<file path="src/rtl/rf_seq_ctrl_if.sv">
// rf_seq_ctrl_if: command handshake and register-file drive bundle.
//   cmd_valid/cmd_ready/cmd_op/cmd_arg/cmd_cnt : command channel (requester -> sequencer)
//   rf_data/rf_control                         : register-file data/control words
//   busy/done                                  : status (command in flight / completion pulse)
// master = system controller side, slave = sequencer side.
interface rf_seq_ctrl_if;
  logic        cmd_valid;
  logic        cmd_ready;
  logic [1:0]  cmd_op;
  logic [15:0] cmd_arg;
  logic [2:0]  cmd_cnt;
  logic [15:0] rf_data;
  logic [15:0] rf_control;
  logic        busy;
  logic        done;

  modport master (
    output cmd_valid, cmd_op, cmd_arg, cmd_cnt,
    input  cmd_ready, rf_data, rf_control, busy, done
  );

  modport slave (
    input  cmd_valid, cmd_op, cmd_arg, cmd_cnt,
    output cmd_ready, rf_data, rf_control, busy, done
  );
endinterface

</file>
<file path="src/rtl/rf_seq_ctrl.sv">
// rf_seq_ctrl: command sequencer for the 4 x 16-bit register-file datapath.
// Accepts LOAD / FILL / ROTATE / CLEAR over a valid/ready handshake and drives
// the register file control word and data input one step per cycle, then
// pulses done for one cycle.
//   clk  : rising-edge clock
//   rst  : synchronous, active-high reset
//   bus  : rf_seq_ctrl_if.slave (command channel, rf_data/rf_control, busy, done)
module rf_seq_ctrl (
  input  logic          clk,
  input  logic          rst,
  rf_seq_ctrl_if.slave  bus
);

  localparam logic [15:0] IDLE_WORD  = 16'hFFF0;
  localparam logic [15:0] LOAD_WORD  = 16'h7FF1;
  localparam logic [15:0] SHIFT_WORD = 16'h60AF;
  localparam logic [15:0] ROT_WORD   = 16'h40AF;

  localparam logic [1:0] OP_LOAD = 2'b00;
  localparam logic [1:0] OP_FILL = 2'b01;
  localparam logic [1:0] OP_ROT  = 2'b10;
  localparam logic [1:0] OP_CLR  = 2'b11;

  typedef enum logic [1:0] {S_IDLE = 2'd0, S_EXEC = 2'd1, S_DONE = 2'd2} state_t;

  state_t      r_state;
  logic [1:0]  r_op;
  logic [15:0] r_arg;
  logic [2:0]  r_last;       // N-1: final step index
  logic [2:0]  r_k;          // current step index
  logic [15:0] r_rf_data;
  logic [15:0] r_rf_control;
  logic        r_busy;
  logic        r_done;

  logic        w_accept;
  logic [2:0]  w_last_in;
  logic [2:0]  w_k_nxt;

  function automatic logic [15:0] f_op_word(input logic [1:0] op);
    case (op)
      OP_LOAD: f_op_word = LOAD_WORD;
      OP_ROT:  f_op_word = ROT_WORD;
      default: f_op_word = SHIFT_WORD;   // FILL and CLEAR shift a value in at R0
    endcase
  endfunction

  assign bus.cmd_ready  = (r_state == S_IDLE) & ~rst;
  assign bus.rf_data    = r_rf_data;
  assign bus.rf_control = r_rf_control;
  assign bus.busy       = r_busy;
  assign bus.done       = r_done;

  assign w_accept = bus.cmd_valid & bus.cmd_ready;
  assign w_k_nxt  = r_k + 3'd1;

  // Rotate count 0 means 8 steps: cnt-1 in 3 bits wraps 0 to 7, which is
  // exactly the last step index needed.
  always_comb begin
    w_last_in = 3'd3;
    case (bus.cmd_op)
      OP_LOAD: w_last_in = 3'd0;
      OP_ROT:  w_last_in = bus.cmd_cnt - 3'd1;
      default: w_last_in = 3'd3;
    endcase
  end

  always_ff @(posedge clk) begin
    if (rst) begin
      r_state      <= S_IDLE;
      r_op         <= OP_LOAD;
      r_arg        <= 16'h0000;
      r_last       <= 3'd0;
      r_k          <= 3'd0;
      r_rf_data    <= 16'h0000;
      r_rf_control <= IDLE_WORD;
      r_busy       <= 1'b0;
      r_done       <= 1'b0;
    end else begin
      case (r_state)
        S_IDLE: begin
          if (w_accept) begin
            // Step 0 is registered here so it is visible right after accept.
            r_state      <= S_EXEC;
            r_op         <= bus.cmd_op;
            r_arg        <= bus.cmd_arg;
            r_last       <= w_last_in;
            r_k          <= 3'd0;
            r_busy       <= 1'b1;
            r_rf_control <= f_op_word(bus.cmd_op);
            r_rf_data    <= (bus.cmd_op == OP_LOAD || bus.cmd_op == OP_FILL) ?
                            bus.cmd_arg : 16'h0000;
          end
        end
        S_EXEC: begin
          if (r_k == r_last) begin
            r_state      <= S_DONE;
            r_rf_control <= IDLE_WORD;
            r_rf_data    <= 16'h0000;
            r_done       <= 1'b1;
          end else begin
            // LOAD has a single step, so only FILL carries data past step 0.
            r_k       <= w_k_nxt;
            r_rf_data <= (r_op == OP_FILL) ? r_arg + {13'd0, w_k_nxt} : 16'h0000;
          end
        end
        S_DONE: begin
          r_state <= S_IDLE;
          r_busy  <= 1'b0;
          r_done  <= 1'b0;
        end
        default: begin
          r_state      <= S_IDLE;
          r_rf_control <= IDLE_WORD;
          r_rf_data    <= 16'h0000;
          r_busy       <= 1'b0;
          r_done       <= 1'b0;
        end
      endcase
    end
  end

endmodule

</file>
<file path="src/flat_wrapper.sv">
// flat-port wrapper written by rule: the top's interface ports become plain ports
module rf_seq_ctrl_flat 
  (clk, rst, bus_cmd_valid, bus_cmd_op, bus_cmd_arg, bus_cmd_cnt, bus_cmd_ready, bus_rf_data, bus_rf_control, bus_busy, bus_done);
  rf_seq_ctrl_if bus_i ();
  input  logic clk;
  input  logic rst;
  input wire logic [$bits(bus_i.cmd_valid)-1:0] bus_cmd_valid;
  input wire logic [$bits(bus_i.cmd_op)-1:0] bus_cmd_op;
  input wire logic [$bits(bus_i.cmd_arg)-1:0] bus_cmd_arg;
  input wire logic [$bits(bus_i.cmd_cnt)-1:0] bus_cmd_cnt;
  output wire logic [$bits(bus_i.cmd_ready)-1:0] bus_cmd_ready;
  output wire logic [$bits(bus_i.rf_data)-1:0] bus_rf_data;
  output wire logic [$bits(bus_i.rf_control)-1:0] bus_rf_control;
  output wire logic [$bits(bus_i.busy)-1:0] bus_busy;
  output wire logic [$bits(bus_i.done)-1:0] bus_done;
  assign bus_i.cmd_valid = bus_cmd_valid;
  assign bus_i.cmd_op = bus_cmd_op;
  assign bus_i.cmd_arg = bus_cmd_arg;
  assign bus_i.cmd_cnt = bus_cmd_cnt;
  assign bus_cmd_ready = bus_i.cmd_ready;
  assign bus_rf_data = bus_i.rf_data;
  assign bus_rf_control = bus_i.rf_control;
  assign bus_busy = bus_i.busy;
  assign bus_done = bus_i.done;
  rf_seq_ctrl u_core (.clk(clk), .rst(rst), .bus(bus_i));
endmodule
</file>
<file path="config.mk">
export PLATFORM = sky130hd
export DESIGN_NAME = rf_seq_ctrl_flat
export DESIGN_NICKNAME = d
export VERILOG_FILES = /design/src/rtl/rf_seq_ctrl_if.sv /design/src/rtl/rf_seq_ctrl.sv /design/src/flat_wrapper.sv
export SDC_FILE = /design/constraint.sdc
export NUM_CORES = 1
export LEC_CHECK = 0
export ABC_AREA = 1
export CAP_MARGIN = 40
export CORE_ASPECT_RATIO = 2
export CORE_MARGIN = 4
export CORE_UTILIZATION = 43
export CTS_CLUSTER_SIZE = 10
export DETAILED_ROUTE_END_ITERATION = 7
export PLACE_DENSITY = 0.71
export SYNTH_ARGS = -nofsm -noshare
export SYNTH_HDL_FRONTEND = slang
export SYNTH_SLANG_ARGS = --single-unit
</file>
<file path="constraint.sdc">
create_clock -name clk -period 4.6 [get_ports clk]
set_input_delay 1.15 -clock clk [delete_from_list [all_inputs] [get_ports clk]]
set_output_delay 1.15 -clock clk [all_outputs]
set_load 0.005 [all_outputs]
</file>
# Word level (Yosys, flattened, before mapping)
# Cells that the tools add are included.
[word_totals]
register_bits = 60
out_inout_bits = 35
word_cells = 58
inputBits = 24
[op_classes]
n_addsub = 3
n_reduce_logical = 11
eq_ne = 9
bitwise = 6
mux = 20
[op_table]
columns = ["op", "count"]
rows = [
  ["$mux W16", 6],
  ["$pmux W16 S3", 2],
  ["$pmux W14 S2", 1],
  ["$add A16 B3 Y16", 1],
  ["$pmux W3 S2", 2],
  ["$reduce_and A2 Y1", 5],
  ["$eq A2 B1 Y1 const B", 3],
  ["$mux W3", 2],
  ["$reduce_and A3 Y1", 2],
  ["$eq A2 B2 Y1 const B", 2],
  ["$logic_not A2 Y1", 2],
  ["$mux W2", 2],
  ["$ne A2 B1 Y1 const B", 2],
  ["$not A1 Y1", 4],
  ["$pmux W1 S2", 2],
  ["$pmux W2 S2", 1],
  ["$add A3 B1 Y3 const B", 1],
  ["$eq A3 B3 Y1", 1],
  ["$sub A3 B1 Y3 const B", 1],
  ["$and A1 B1 Y1", 2],
  ["$mux W1", 2],
  ["$ne A2 B2 Y1 const B", 1],
  ["$reduce_bool A2 Y1", 1],
  ["$logic_or A1 B1 Y1", 1],
]

# Depth between registers and ports, before layout
# Gate-level depths: netlist (run 1).
[logic_depth]
depth_word = 5
ltp_mapped = 13
ltp_nobuf = 13

# Worst setup path after synthesis (run 1)
# Ideal clock, no wire load.
[synth_timing]
kind = "input to output"
from = "input rst"
to = "output bus_cmd_ready"
n_path_buf = 2
t_arrival_ps = 1787
required_ps = 3450
stages = 3
path_slack_ps = 1663
cell_sequence = "clkbuf_1 -> clkbuf_1 -> nor2_1"
[synth_via]
elab_chain_cells = 2
[synth_lines]
columns = ["item", "line", "text"]
rows = [
  ["start, declared", "flat_wrapper.sv:6", "input logic rst;"],
  ["$not A1 Y1", "rf_seq_ctrl.sv:48", "assign bus.cmd_ready = (r_state == S_IDLE) & ~rst;"],
  ["$and A1 B1 Y1", "rf_seq_ctrl.sv:48", ""],
  ["end, declared", "flat_wrapper.sv:11", "output wire logic [$bits(bus_i.cmd_ready)-1:0] bus_cmd_ready;"],
]
# Every way passes these cells.

# Worst setup path in the final report (run 1)
# Ends and elaborated chain as after synthesis.

==> results.md, run 1 <==
- Status: finished, final reports clean
- Hold_ws: around 450 ps
- Critical path peak fanout: 11
- Footprint of the multi-input gates: 0.001230 mm2
- FF+latch area: slightly below 0.001 mm2
- #FFs+latches synth: 49
- Total gr overflow: 0
- Initial Util: 43.87%
- Global-route wire length before repair: 10760 um
- DR vias/cell: 5.200
- Cts bufs inserted: 5
- TritonCTS Sinks: ~50
- Fillers: roughly 570
- Residual DRC: 0
- Fin crit share: between 70% and 80%
- Worst R2R Start: u_core.r_k[1]
- Core area: 0.005709 mm2
- Yosys Warn Count: 0
- Final Skew: about 4 ps
- Ys async rst share: 0%
- CTS max path bufs: 2
- Antenna cells: 0
- # rows: 39
- Max-slew violation count: 0
- Worst setup EP type: output port
- Layout cells sized above 1: roughly 4.7%
- CTS Hold Bufs: 0
- Wirelength, routed: between 6000 and 7000 um
- Wire per inst: around 14 um
- Antenna-violating nets left: 0
- Post-synth top cells: nand2_1 (114), dfxtp_1 (49), inv_1 (35)
- Post-Synthesis Cells: 364
- DR iter-0 viols: 78
- I/O pin total: 59
- Area growth from synthesis to layout: 26.77%
- Placer Congestion: approximately 0.89
- Lkg Pwr: roughly 1.3 nW
- Min Tclk post-route: around 3600 ps
- Slew HR: about 65%
- Most frequent cell after synthesis: nand2_1
- Final Setup Violations: 0
- Root Buffer: clkbuf_16
- Worst r2r dst: u_core.bus.rf_data[13]
- Number of synthesized flops with an enable pin: 0
- Top cell type's share of synthesized area: between 30% and 40%
- Reg clk slew, reported paths: 60 ps
- Slew @ Worst Pin: 526.8 ps
- Peak VDD IR: roughly 0.33 mV
- Vias in the first global route: between 2000 and 2500
- Tightest Hold Check Type: reg2reg
- CP arrival: between 2000 and 2500 ps
- Vias: 2439
- Total GRT Usage: 20.00%
- Setup TNS: 0 ps
- PortBufs: 55
- Worst Path Required: approximately 3500 ps
- Synth unique cells: 28
- Sequential area share after synthesis: 39.16%
- Avg Cell Area, Syn: between 6 and 7 um2
- Setup crit start: rst
- Worst Path Class, Setup: in2out
- Kind of start point of the critical path: input pin
- Hold Fails Final Rpt: 0
- Max_cap viols: 0
- DRT Pass-1 Iters: 6
- Fmax: 0.2811 GHz
- CTS tree: yes
- Crit path to: bus_cmd_ready
- Post CTS Setup Buffer Count: 0
- Post-DP HPWL: 5107 um
- Unrepaired setup endpoints after global routing: no
- Most used flip-flop cell after synthesis: dfxtp_1
- Initial antenna violation count: 0
- Worst-skew pair later-pin latency: just under 300 ps
- R2r setup slk: 2440 ps
- Die ar.: between 0.007 and 0.008 mm2
- Die span in y: ~120 um
- R2r worst-path depth: 11
- Synth area leaders: dfxtp_1 (39%), nand2_1 (17%), o21ai_0 (6.8%), a21oi_1 (6.6%), inv_1 (5.2%)
- Yosys top cell by area: dfxtp_1
- H-tree depth: 2
- Post-CTS Resized: 0
- Mapped Area: roughly 0.0025 mm2
- Nets@finish: 437
- PD cells: approximately 330 mW/mm2
- Die width: 61.97 um
- Largest net degree at the start of global routing: 34
## report_power, final
group	internal (W)	switching [W]	leakage, nW	total [W]
combinational	0.0000774	0.0000821	0.799	0.000159
sequential	0.000450	0.0000215	0.401	0.000472
clock	0.000272	0.000154	0.0841	0.000425
## per-stage QoR
stage | instances | util (%) | worst slack, ps | instance area (um2) | total power [W]
2_1_floorplan | 366 | - | 1663 | 2512 | 0.0005733
3_3_place_gp | 461 | 52.60 | 1050 | 3003 | 0.0006381
3_5_place_dp | 461 | 52.60 | 1028 | 3003 | 0.0006409
4_1_cts | 469 | 55.62 | 1030 | 3176 | 0.001065
5_1_grt | 469 | 55.62 | 979.4 | 3176 | 0.001104
6_report | 469 | 55.62 | 1042 | 3176 | 0.001057
## worst max-delay path, cell delays in order
cell and delay (ps):
clkdlybuf4s50_1 580, nor2_1 170, clkdlybuf4s50_1 510
## metal layers
metal / wire (um) / global-route usage (%) / up-vias
li1: - / - / 1224
met1: 2335 / 19.97 / 1123
met5: 0 / 0 / -
met2: 3535 / 35.04 / 67
met4: 404 / 14.59 / 0
met3: 249 / 2.899 / 25
## cells by family after synthesis
| group | synth area share (%) |
|---|---|
| AO/OA/AOI/OAI | 15.04 |
| adder cells (fa/ha/maj) | 3.297 |
| AND/OR/NAND/NOR | 27.52 |
| other | 0.1497 |
| buffers and inverters | 12.04 |
| flip-flops | 39.16 |
| XOR/XNOR | 2.797 |
## final cells by class
type	instances	share of cell area [%]
Tap cell	61	2.403
Clock buffer	7	4.492
Sequential cell	49	30.89
Timing Repair Buffer	58	18.05
Clock inverter	1	0.9456
Multi-Input combinational cell	255	38.73
Inverter	38	4.492
## registers in the layout, summed over array words and instances (netlist names), 2 cells and up
register and cells:
u_core.bus.rf_data 16, u_core.r_arg 16, u_core.bus.rf_control 5, u_core.r_k 3, u_core.r_last 3, u_core.r_op 2
u_core.r_state 2
## worst min path at each step
stage	to	start	cells after the start	slack (ps)
after CTS	u_core.bus.rf_control[15]	u_core.bus.rf_control[15]	2	460
after detailed placement	u_core.bus.rf_control[15]	u_core.bus.rf_control[15]	2	440
after global placement	u_core.bus.rf_control[15]	u_core.bus.rf_control[15]	2	440
after global routing	u_core.bus.rf_data[10]	u_core.bus.rf_data[10]	2	490
final	u_core.bus.rf_control[15]	u_core.bus.rf_control[15]	2	450
after floorplan	u_core.r_arg[12]	u_core.r_arg[12]	2	440
## cells in the final DEF, fill, tap and decap left out, drive strengths merged
cell type	instances
o22ai	3
o21a	1
a21oi	33
buf	3
bufinv	1
dfxtp	49
conb	3
fa	1
a31oi	1
clkbuf	7
nand4	1
nor2	26
or2	2
inv	38
clkdlybuf4s50	55
nand3	19
o41ai	1
o21ai	34
xnor2	3
and3	1
nand2	114
xor2	5
ha	5
nand3b	2
No activity file was read; power rests on OpenSTA's default activity.
==> inputs of run 2 (changes only) <==
- clock period: 4.6 -> 3.4 ns (I/O delays scaled with it)
==> results.md, run 2 (synthesis results as in run 1) <==
- Pre-CTS setup slack: approximately 660 ps
- Sw frac: 25.48%
- Worst-skew pair later-pin latency: between 200 and 300 ps
- Post CTS Setup Buffer Count: 0
- Util after Layout: between 50% and 60%
- Worst R2R Start: u_core.r_k[1]
- Fillers: 554
- Die width: a little over 60 um
- CTS tree: yes
- Max-slew violation count: 0
- Initial antenna violation count: 0
- GRT Max-Usage Layer: met2
- Final Skew: between 8 and 9 ps
- Min Tclk post-route: 2748 ps
- Root Buffer: clkbuf_16
- Post-DP HPWL: 4887 um
- Antenna-violating nets left: 0
- Cts bufs inserted: 5
- Met3 GRT Util: approximately 4%
- Status: finished, final reports clean
- Setup crit start: rst
- Worst Path Required: between 2000 and 3000 ps
- DRT Pass-1 Iters: 4
- Lkg Pwr: roughly 1.3 nW
- Die span in y: between 100 and 150 um
- Total internal power: 0.001063 W
- CTS Hold Bufs: 0
- DR vias/cell: 5.130
- Most common cell after layout, fill and taps aside: nand2_1
- Nets@finish: 438
- Sequential power share: between 40% and 50%
- Final Setup Violations: 0
- DR iter-0 viols: 41
- Setup TNS: 0 ps
- Area growth from synthesis to layout: 26.92%
- Routing usage on met2: ~33%
- Global-route wire length before repair: 10120 um
- # rows: 39
- Logic pwr share: 15.1%
- I/O pin total: between 50 and 60
- Worst Hold Depth: 2
- Hold Fails Final Rpt: 0
- Worst Path Class, Setup: in2out
- Vias in the first global route: ~2300
- Worst setup EP type: output port
- Residual DRC: 0
- R2r worst-path depth: 11
- Hold Startpoint: u_core.bus.rf_control[15]
- NetSw: 0.0003634 W
- Worst r2r dst: u_core.bus.rf_data[7]
- Worst path slowest cell: clkdlybuf4s50_1
- Vias: about 2400
- Antenna cells: 0
- PortBufs: between 50 and 60
- PD cells: about 450 mW/mm2
- CP arrival: approximately 1900 ps
- Total gr overflow: 0
- Fin crit share: 80.82%
- Crit-path most repeated cell: clkdlybuf4s50_1
- Critical path peak fanout: 3
- Tightest Hold Check Type: reg2reg
- Core area: roughly 0.0057 mm2
- Die ar.: slightly above 0.007 mm2
- Hold_ws: approximately 460 ps
- Clk pwr share: about two fifths
- Reg clk slew, reported paths: around 70 ps
- Met1 usage: between 10% and 20%
- Hold endpoint: u_core.bus.rf_control[15]
- Setup WS post-layout: around 650 ps
- TritonCTS Sinks: 49
- R2r setup slk: between 1000 and 1500 ps
- Fmax: between 0.3 and 0.4 GHz
- Tot Pwr: 0.001426 W
- Critical-path cell list: clkdlybuf4s50_1 -> nor2_1 -> clkdlybuf4s50_1
- Largest net degree at the start of global routing: 34
- Initial Util: a little over two fifths
- Peak VDD IR: between 0.5 and 0.6 mV
- Total GRT Usage: 19.13%
- Kind of start point of the critical path: input pin
- CTS max path bufs: 2
- Post-CTS Resized: 0
- Max_cap viols: 0
- Placer Congestion: about 0.87
- Layout cells sized above 1: under 10%
- Most frequent cells in the layout: nand2_1 (114), clkdlybuf4s50_1 (55), dfxtp_1 (49), inv_1 (35), o21ai_0 (34)
- Unrepaired setup endpoints after global routing: no
- Critical path's largest stage delay: 500 ps
- Wirelength, routed: between 6000 and 7000 um
- H-tree depth: 2
- Wire per inst: around 14 um
-- run 2: cell count changes in the layout (fill, tap and decap cells not counted) --
cell | before | now
clkbuf_1 | 1 | 0
buf_4 | 3 | 4
clkinv_2 | 0 | 1
clkbuf_8 | 1 | 0
inv_6 | 0 | 1
-- run 2: final cells by class --
cell class,count,area [um2],share of cell area [%]
clock buffers,5,125.1,3.935
clock inverters,3,43.79,1.377
inverters,38,142.6,4.486
multi-input cells,255,1230,38.69
flip-flops and latches,49,980.9,30.85
well taps,61,76.32,2.401
repair buffers,59,580.6,18.26
-- run 2: worst max-delay path: cells and delay by family --
kind	cells	cell delay [ps]
and+or+nand+nor	1	110
buffers and inverters	2	930
-- run 2: power groups by stage --
stage	logic, W	clock network [W]	registers [W]
floorplan	0.000130	0	0.000646
global route	0.000244	0.000600	0.000642
finish	0.000216	0.000573	0.000638
global placement	0.000214	0	0.000649
detailed placement	0.000217	0	0.000650
CTS	0.000218	0.000586	0.000637
-- run 2: worst max path at each step --
stage / to / slack [ps]
2_1_floorplan: bus_cmd_ready / 1060
3_3_place_gp: bus_cmd_ready / 650
3_5_place_dp: bus_cmd_ready / 660
4_1_cts: bus_cmd_ready / 640
5_1_grt: bus_cmd_ready / 600
6_report: bus_cmd_ready / 650
-- run 2: per-stage QoR --
| stage | instance area [um2] | cells |
|---|---|---|
| CTS | 3179 | 470 |
| floorplan | 2512 | 366 |
| finish | 3179 | 470 |
| global route | 3179 | 470 |
| global placement | 3010 | 462 |
| detailed placement | 3010 | 462 |
-- run 2: routing by layer --
layer / up-vias / routed length [um]
met4: 0 / 378
met1: 1094 / 2347
met5: - / 0
met3: 18 / 331
li1: 1229 / -
met2: 70 / 3342
==> inputs of run 3 (changes only) <==
- clock period: 3.4 -> 2.7 ns (I/O delays scaled with it)
==> results.md, run 3 (synthesis results as in run 1) <==
- Status: finished, final reports clean
- Tightest Hold Check Type: reg2reg
- Die ar.: approximately 0.0072 mm2
- Min Tclk post-route: 2412 ps
- Initial Util: between 40% and 50%
- TritonCTS Sinks: 49
- Vias in the first global route: between 2000 and 2500
- CTS Hold Bufs: 0
- Tot Pwr: approximately 0.0018 W
- Initial antenna violation count: 0
- Hold Fails Final Rpt: 0
- Core area: around 0.0057 mm2
- Worst setup EP type: output port
- Worst-skew pair later-pin latency: slightly below 300 ps
- Worst Path Class, Setup: in2out
- PortBufs: 55
- Unrepaired setup endpoints after global routing: no
- Post-CTS Resized: 0
- Kind of start point of the critical path: input pin
- Antenna-violating nets left: 0
- Max_cap viols: 0
- FF+latch area: just under 0.001 mm2
- DRT Pass-1 Iters: 4
- Largest net degree at the start of global routing: 22
- Worst Path Required: between 2000 and 2500 ps
- DR iter-0 viols: 84
- Die span in y: between 100 and 150 um
- Final Setup Violations: 0
- CTS tree: yes
- Fillers: 550
- Hold_ws: about 450 ps
- Antenna cells: 0
- Most common cell after layout, fill and taps aside: nand2_1
- I/O pin total: between 50 and 60
- Final Skew: 4.354 ps
- Worst r2r dst: u_core.bus.rf_data[6]
- R2r worst-path depth: 9
- Worst R2R Start: u_core.r_k[0]
- Vias: 2448
- Max-slew violation count: 0
- Global-route wire length before repair: ~11000 um
- Util after Layout: between 50% and 60%
- Post CTS Setup Buffer Count: 0
- PD cells: 562.9 mW/mm2
- DR vias/cell: 5.175
- Total GRT Usage: about a fifth
- Nets@finish: about 440
- Area growth from synthesis to layout: 27.97%
- Fin crit share: a little under 90%
- Placed insts: around 470
- CTS max path bufs: 2
- Most frequent cells in the layout: nand2_1 (114), clkdlybuf4s50_1 (55), dfxtp_1 (49), inv_1 (35), o21ai_0 (34)
- Peak VDD IR: roughly 0.56 mV
- Lkg Pwr: between 1 and 1.5 nW
- Root Buffer: clkbuf_16
- # rows: 39
- Critical path peak fanout: 3
- Total gr overflow: 0
- Hold Startpoint: u_core.bus.rf_control[15]
- H-tree depth: 2
- Setup TNS: 0 ps
- Setup crit start: rst
- R2r setup slk: around 420 ps
- Footprint of the multi-input gates: about 0.0012 mm2
- Layout cells sized above 1: around 5.6%
- Die width: slightly above 60 um
- Cts bufs inserted: 5
- CP arrival: approximately 1700 ps
- Wirelength, routed: 6583 um
- Residual DRC: 0
- Fmax: 0.4146 GHz
- Placer Congestion: 0.8903
- Worst Hold Depth: 2
- Hold endpoint: u_core.bus.rf_control[15]
- Wire per inst: approximately 14 um
- Reg clk slew, reported paths: 60 ps
- Post-DP HPWL: 5155 um
- Non-Filler Instances: between 400 and 500
-- run 3: changes by cell type in the layout (fill, tap and decap cells not counted), sizes merged --
cell    delta
clkbuf     +2
clkinv     -1
inv        -1
buf        +3
-- run 3: area by class of cell --
cell class / count / share of cell area [%]
timing repair buffer: 62 / 18.81
clock inverter: 1 / 0.9368
clock buffer: 7 / 4.450
tap: 61 / 2.381
multi-input combinational: 255 / 38.37
inverter: 38 / 4.450
sequential: 49 / 30.60
-- run 3: worst max-delay path, cell delays in order --
cell	delay, ps
clkdlybuf4s50_1	440
nor2_1	120
clkdlybuf4s50_1	510
-- run 3: metal layers --
metal  part of all wire, %  up-vias  wire [um]  GRT usage, %
met5                     0        -          0             0
met4                   5.5        0        363         12.18
met3                   4.1       19        273         3.679
met2                    55       76       3595         35.32
met1                    36     1118       2350         21.41
li1                      -     1235          -             -
-- run 3: how the worst max path moves through the flow --
stage	depth (start not counted)	end	slack, ps
6_report	3	bus_cmd_ready	290
5_1_grt	3	bus_cmd_ready	230
4_1_cts	3	bus_cmd_ready	270
3_5_place_dp	10	u_core.bus.rf_control[3]	250
3_3_place_gp	10	u_core.bus.rf_control[3]	290
2_1_floorplan	3	bus_cmd_ready	710
-- run 3: through the flow --
| stage | setup slack [ps] | instance area [um2] |
|---|---|---|
| 2_1_floorplan | 712.7 | 2512 |
| 3_3_place_gp | 285.7 | 3033 |
| 3_5_place_dp | 249.1 | 3033 |
| 4_1_cts | 270.2 | 3206 |
| 5_1_grt | 228.8 | 3206 |
| 6_report | 288.2 | 3206 |
-- run 3: report_power, final --
part	total (W)	switching, W	internal [W]
clock	0.000721	0.000258	0.000463
sequential	0.000804	0.0000369	0.000767
combinational	0.000279	0.000143	0.000137
total	0.00180	0.000438	0.00137
